<file path="src/rtl/cnn_inst_queue.sv">
// Instruction queue between the CNN instruction port and the parser: buffers
// data words in a FIFO and issues them one at a time on START.
module cnn_inst_queue #(
    parameter int DEPTH = 16,
    parameter int AW    = 4
) (
    input  logic          sys_clk,
    input  logic          sys_rst,
    input  logic [127:0]  cnn_inst,
    input  logic          cnn_inst_en,
    input  logic          parser_ready,
    output logic          exec_valid,
    output logic [3:0]    exec_op,
    output logic [31:0]   exec_src1,
    output logic [31:0]   exec_src2,
    output logic [31:0]   exec_dest,
    output logic [27:0]   exec_param,
    output logic          busy,
    output logic          done,
    output logic          overflow,
    output logic [AW:0]   level
);
    // state | meaning
    // IDLE  | waiting for START, writes still accepted
    // ISSUE | waiting for parser_ready, then issue the FIFO head
    // ACK   | waiting for the parser to drop ready (bounded wait)
    // BUSYW | waiting for the parser to raise ready again
    typedef enum logic [1:0] {IDLE, ISSUE, ACK, BUSYW} state_t;

    localparam logic [AW:0] FULL_LVL = (AW+1)'(DEPTH);
    localparam logic [7:0]  ACK_LOAD = 8'd254;

    state_t        state;
    logic [127:0]  mem [DEPTH];
    logic [AW-1:0] wr_ptr;
    logic [AW-1:0] rd_ptr;
    logic [7:0]    ack_cnt;
    logic [127:0]  head;
    logic          is_ctrl;
    logic          cmd_clear;
    logic          cmd_start;
    logic          wr_data;
    logic          full;
    logic          push;
    logic          pop;

    assign is_ctrl   = (cnn_inst[127:8] == '0) &&
                       ((cnn_inst[7:0] == 8'd1) || (cnn_inst[7:0] == 8'd2));
    assign cmd_clear = cnn_inst_en && is_ctrl && (cnn_inst[7:0] == 8'd1);
    assign cmd_start = cnn_inst_en && is_ctrl && (cnn_inst[7:0] == 8'd2);
    assign wr_data   = cnn_inst_en && !is_ctrl;
    assign full      = (level == FULL_LVL);
    assign push      = wr_data && !full;
    // A CLEAR arriving in ISSUE wins over the pop; nothing is in flight yet.
    assign pop       = (state == ISSUE) && parser_ready && (level != '0) && !cmd_clear;
    assign head      = mem[rd_ptr];

    always_ff @(posedge sys_clk) begin
        if (push) begin
            mem[wr_ptr] <= cnn_inst;
        end
    end

    always_ff @(posedge sys_clk) begin
        if (sys_rst) begin
            state      <= IDLE;
            wr_ptr     <= '0;
            rd_ptr     <= '0;
            level      <= '0;
            ack_cnt    <= '0;
            overflow   <= 1'b0;
            exec_valid <= 1'b0;
            exec_op    <= '0;
            exec_src1  <= '0;
            exec_src2  <= '0;
            exec_dest  <= '0;
            exec_param <= '0;
            busy       <= 1'b0;
            done       <= 1'b0;
        end else begin
            exec_valid <= 1'b0;
            done       <= 1'b0;

            if (cmd_clear) begin
                wr_ptr   <= '0;
                rd_ptr   <= '0;
                level    <= '0;
                overflow <= 1'b0;
            end else begin
                if (wr_data && full) overflow <= 1'b1;
                if (push) wr_ptr <= wr_ptr + 1'b1;
                if (pop)  rd_ptr <= rd_ptr + 1'b1;
                level <= level + {{AW{1'b0}}, push} - {{AW{1'b0}}, pop};
            end

            case (state)
                IDLE: begin
                    if (cmd_start) begin
                        if (level != '0) begin
                            state <= ISSUE;
                            busy  <= 1'b1;
                        end else begin
                            done <= 1'b1;
                        end
                    end
                end
                ISSUE: begin
                    if (cmd_clear || level == '0) begin
                        state <= IDLE;
                        busy  <= 1'b0;
                        done  <= 1'b1;
                    end else if (parser_ready) begin
                        exec_valid <= 1'b1;
                        exec_op    <= head[127:124];
                        exec_src1  <= head[123:92];
                        exec_src2  <= head[91:60];
                        exec_dest  <= head[59:28];
                        exec_param <= head[27:0];
                        ack_cnt    <= ACK_LOAD;
                        state      <= ACK;
                    end
                end
                ACK: begin
                    // Timeout after 255 cycles covers instructions the parser finishes instantly.
                    if (!parser_ready || ack_cnt == '0) begin
                        state <= BUSYW;
                    end else begin
                        ack_cnt <= ack_cnt - 1'b1;
                    end
                end
                BUSYW: begin
                    if (parser_ready) begin
                        if (level != '0 && !cmd_clear) begin
                            state <= ISSUE;
                        end else begin
                            state <= IDLE;
                            busy  <= 1'b0;
                            done  <= 1'b1;
                        end
                    end
                end
                default: begin
                    state <= IDLE;
                    busy  <= 1'b0;
                end
            endcase
        end
    end
endmodule

</file>
<file path="config.mk">
export PLATFORM = sky130hd
export DESIGN_NAME = cnn_inst_queue
export DESIGN_NICKNAME = d
export VERILOG_FILES = /design/src/rtl/cnn_inst_queue.sv
export SDC_FILE = /design/constraint.sdc
export NUM_CORES = 2
export LEC_CHECK = 0
export BUFFER_PORTS_ARGS = -buffer_cell sky130_fd_sc_hd__clkbuf_2
export CORE_ASPECT_RATIO = 0.5
export CORE_UTILIZATION = 62
export DETAILED_ROUTE_END_ITERATION = 7
export PLACE_DENSITY_LB_ADDON = 0.05
export SLEW_MARGIN = 20
export SYNTH_ARGS = -nofsm -noshare
export SYNTH_HDL_FRONTEND = slang
export SYNTH_SLANG_ARGS = --single-unit
</file>
<file path="constraint.sdc">
create_clock -name sys_clk -period 15.2 [get_ports sys_clk]
set_input_delay 3.04 -clock sys_clk [delete_from_list [all_inputs] [get_ports sys_clk]]
set_output_delay 3.04 -clock sys_clk [all_outputs]
set_load 0.01 [all_outputs]
</file>
==> results.txt <==
final hold slack -> 0.453 ns
reg2reg end -> exec_op[3]$_SDFFE_PP0P_
clock transition at the registers of the reported paths -> 0.07 ns
Initial Utilization -> 62.7%
register area share after synthesis -> 78.1%
Worst Tran Pin Value -> 1.20 ns
CP max FO -> 61
Num Clock Sinks -> 2203
number of hold buffers added after cts -> 0
gr busiest metal -> met2
Tmin final -> 7.41 ns
r2r worst-path depth -> 7
Critical Path End Type -> flop
Max VDD drop -> 0.000117 V
Die Area -> 135000 µm²
max-slew violation count -> 0
IO Pins -> 269
Synth Net Count -> 3764
Startpoint Class -> input pin
failing checks -> design-rule violations
DRT Pass-1 Iters -> 8
routability cong. -> 0.779
die height -> 260 µm
Arr. time, crit path -> 8.07 ns
pre-CTS setup slack -> 7.01 ns
H-tree levels -> 4
cts repair resizes -> 0
Routed WL per cell -> 32.2 µm
post-route ant nets -> 0
Die Width -> 519 µm
leading cell type in the layout, fill and taps excluded -> edfxtp_1
Synth top area share -> 74.3%
Final Hold Vio Count -> 0
outcome -> finished with violations
EDFF count, synth -> 2048
port bufs -> 268
Gate Count Post-Synth -> 3618
syn avg cell area -> 22.9 µm²
Rows -> 94
Worst slew margin -> 20.0%
vias in the first global route -> 39200
most frequent cells in the layout -> edfxtp_1 (2048), mux4_2 (640), nand2_1 (272)
fin worst setup slack -> 7.79 ns
root buf cell -> clkbuf_16
# Max-Cap Violations -> 0
Req. time, crit path -> 15.86 ns
unrepaired setup endpoints after global routing -> false
Layout fillers -> 8019
hold endpoint -> exec_param[11]$_SDFFE_PP0P_
vias per cell -> 6.62
Final Skew -> 0.0236 ns
Tot Pwr -> 12.0 mW
Async SR Flop Fraction -> 0%
Max Freq -> 135 MHz
CTS max path bufs -> 3
flops & latches, synth -> 2203
setup tns final -> 0 ns
Syn-to-layout area delta -> 11.4%
vias -> 39000
Post-synth top flop -> edfxtp_1
# Post-CTS Setup Buffers -> 0
1st-iter DRT viols -> 4859
core box area -> 132000 µm²
Reg2Reg Setup Slack -> 10.28 ns
WHS Path Cells -> 2
Final setup viols -> 0
hold crit path type -> reg -> reg
TritonCTS clock tree -> yes
M3 GR Usage -> 5.04%
main area contributors after synthesis -> edfxtp_1 (74%), mux4_2 (17%), dfxtp_1 (3.7%)
Overflow after GRT -> 0
met1 Usage GRT -> 43.0%
Routed WL -> 190 mm
clock latency on the worst-skew pair -> 0.80 ns
CTS buffer count -> 181
cell area after synthesis -> 82800 µm²
synth warn -> 0
Reg2Reg Launch Point -> rd_ptr[0]$_SDFFE_PP0P_
gr usage total -> 28.8%
LEAKAGE -> 28.1 nW
Yosys cell types -> 49
Global Route met2 Usage -> 45.4%
Remaining DRCs -> 16
leading area contributor after synthesis -> edfxtp_1
initial antenna violation count -> 11
nets@finish -> 4097
largest net degree at the start of global routing -> 115
Final Cycle Share -> 48.7%
layout cell share with drive strength beyond 1 -> 30.8%
critical path class -> in -> reg
Final HPWL DP -> 92.5 mm
first-pass GRT wire length -> 275 mm
hold path startpoint -> exec_param[11]$_SDFFE_PP0P_
PwrDens -> 130 nW/µm²
flip-flops by register name, indices dropped and copies added (netlist names), 4 cells and up, named ones only:
name and flops:
rd_ptr 4, exec_op 4, mem 2048, exec_src1 32, exec_src2 32, exec_dest 32, exec_param 28, level 5
ack_cnt 8, wr_ptr 4
where the power goes:
part           total, mW  internal [mW]  switching (mW)
Clock               4.67           2.56            2.10
Sequential          6.83           6.79          0.0348
Combinational      0.486          0.169           0.318
Total               12.0           9.52            2.46
how the worst max path moves through the flow:
stage | start | to | slack, ns | cells past startpoint
final | cnn_inst[49] | level[4]$_SDFF_PP0_ | 7.79 | 16
after global routing | cnn_inst[49] | level[4]$_SDFF_PP0_ | 7.67 | 16
after CTS | cnn_inst[49] | level[4]$_SDFF_PP0_ | 7.88 | 16
after detailed placement | cnn_inst[49] | level[4]$_SDFF_PP0_ | 7.01 | 16
after global placement | cnn_inst[49] | level[4]$_SDFF_PP0_ | 7.00 | 16
after floorplan | cnn_inst[65] | mem[3][0]$_DFFE_PP_ | 1.75 | 6
worst max-delay path: stages:
cell and delay [ns]:
clkbuf_2 0.23, nor4_1 0.81, nand4_1 0.51, nor4_4 0.72
nand4_4 0.30, nand2_8 0.53, inv_6 0.26, ha_1 0.40
inv_1 0.04, ha_1 0.20, fa_1 0.44, a21oi_1 0.15
nor2_1 0.06, nor2_1 0.11, xnor2_1 0.13, nor2_1 0.06
metal layers:
layer | routed length [µm] | vias up | share of wire [%]
met5 | 64 | - | 0.034
met4 | 3120 | 10 | 1.6
met3 | 16500 | 214 | 8.7
met2 | 92500 | 1766 | 49
met1 | 77500 | 21100 | 41
li1 | - | 15900 | -
cells by family (layout without fill, tap and decap cells):
family,Yosys count,in the layout,share of synthesized area [%]
compound gates,156,156,1.02
xor+xnor,14,14,0.148
fa+ha+maj,14,14,0.221
buf+inv,204,697,1.06
flops,2203,2203,78.1
mux,640,640,17.4
other cells,0,7,0
simple gates,387,387,2.08
Yosys cell counts, types with 7 or more instances:
master / instances
clkbuf_1: 110
mux4_2: 640
buf_4: 8
nor4_1: 31
a21oi_1: 138
edfxtp_1: 2048
nor2_1: 32
xnor2_1: 7
buf_2: 62
nor3_1: 9
nand4_1: 12
dfxtp_1: 155
buf_1: 10
xor2_1: 7
inv_1: 13
nand2_1: 272
ha_1: 13
cell type report:
class,instances,area [µm²],area share (%)
sequential,2203,64600,70.1
inverter,14,57.6,0.0624
antenna,7,17.5,0.0190
clock inverter,85,798,0.866
multi-input combinational,1211,17400,18.9
timing repair buffer,340,2000,2.17
tap,1776,2220,2.41
clock buffer,258,5090,5.51
per-stage QoR:
stage                     instance area (µm²)  util [%]  cells
final                                   92200      69.9   5894
after global routing                    92200      69.9   5893
after CTS                               92200      69.9   5886
after detailed placement                86300      65.4   5543
after global placement                  86300      65.4   5543
after floorplan                         82800         -   3618
No activity file was read; power rests on OpenSTA's default activity.
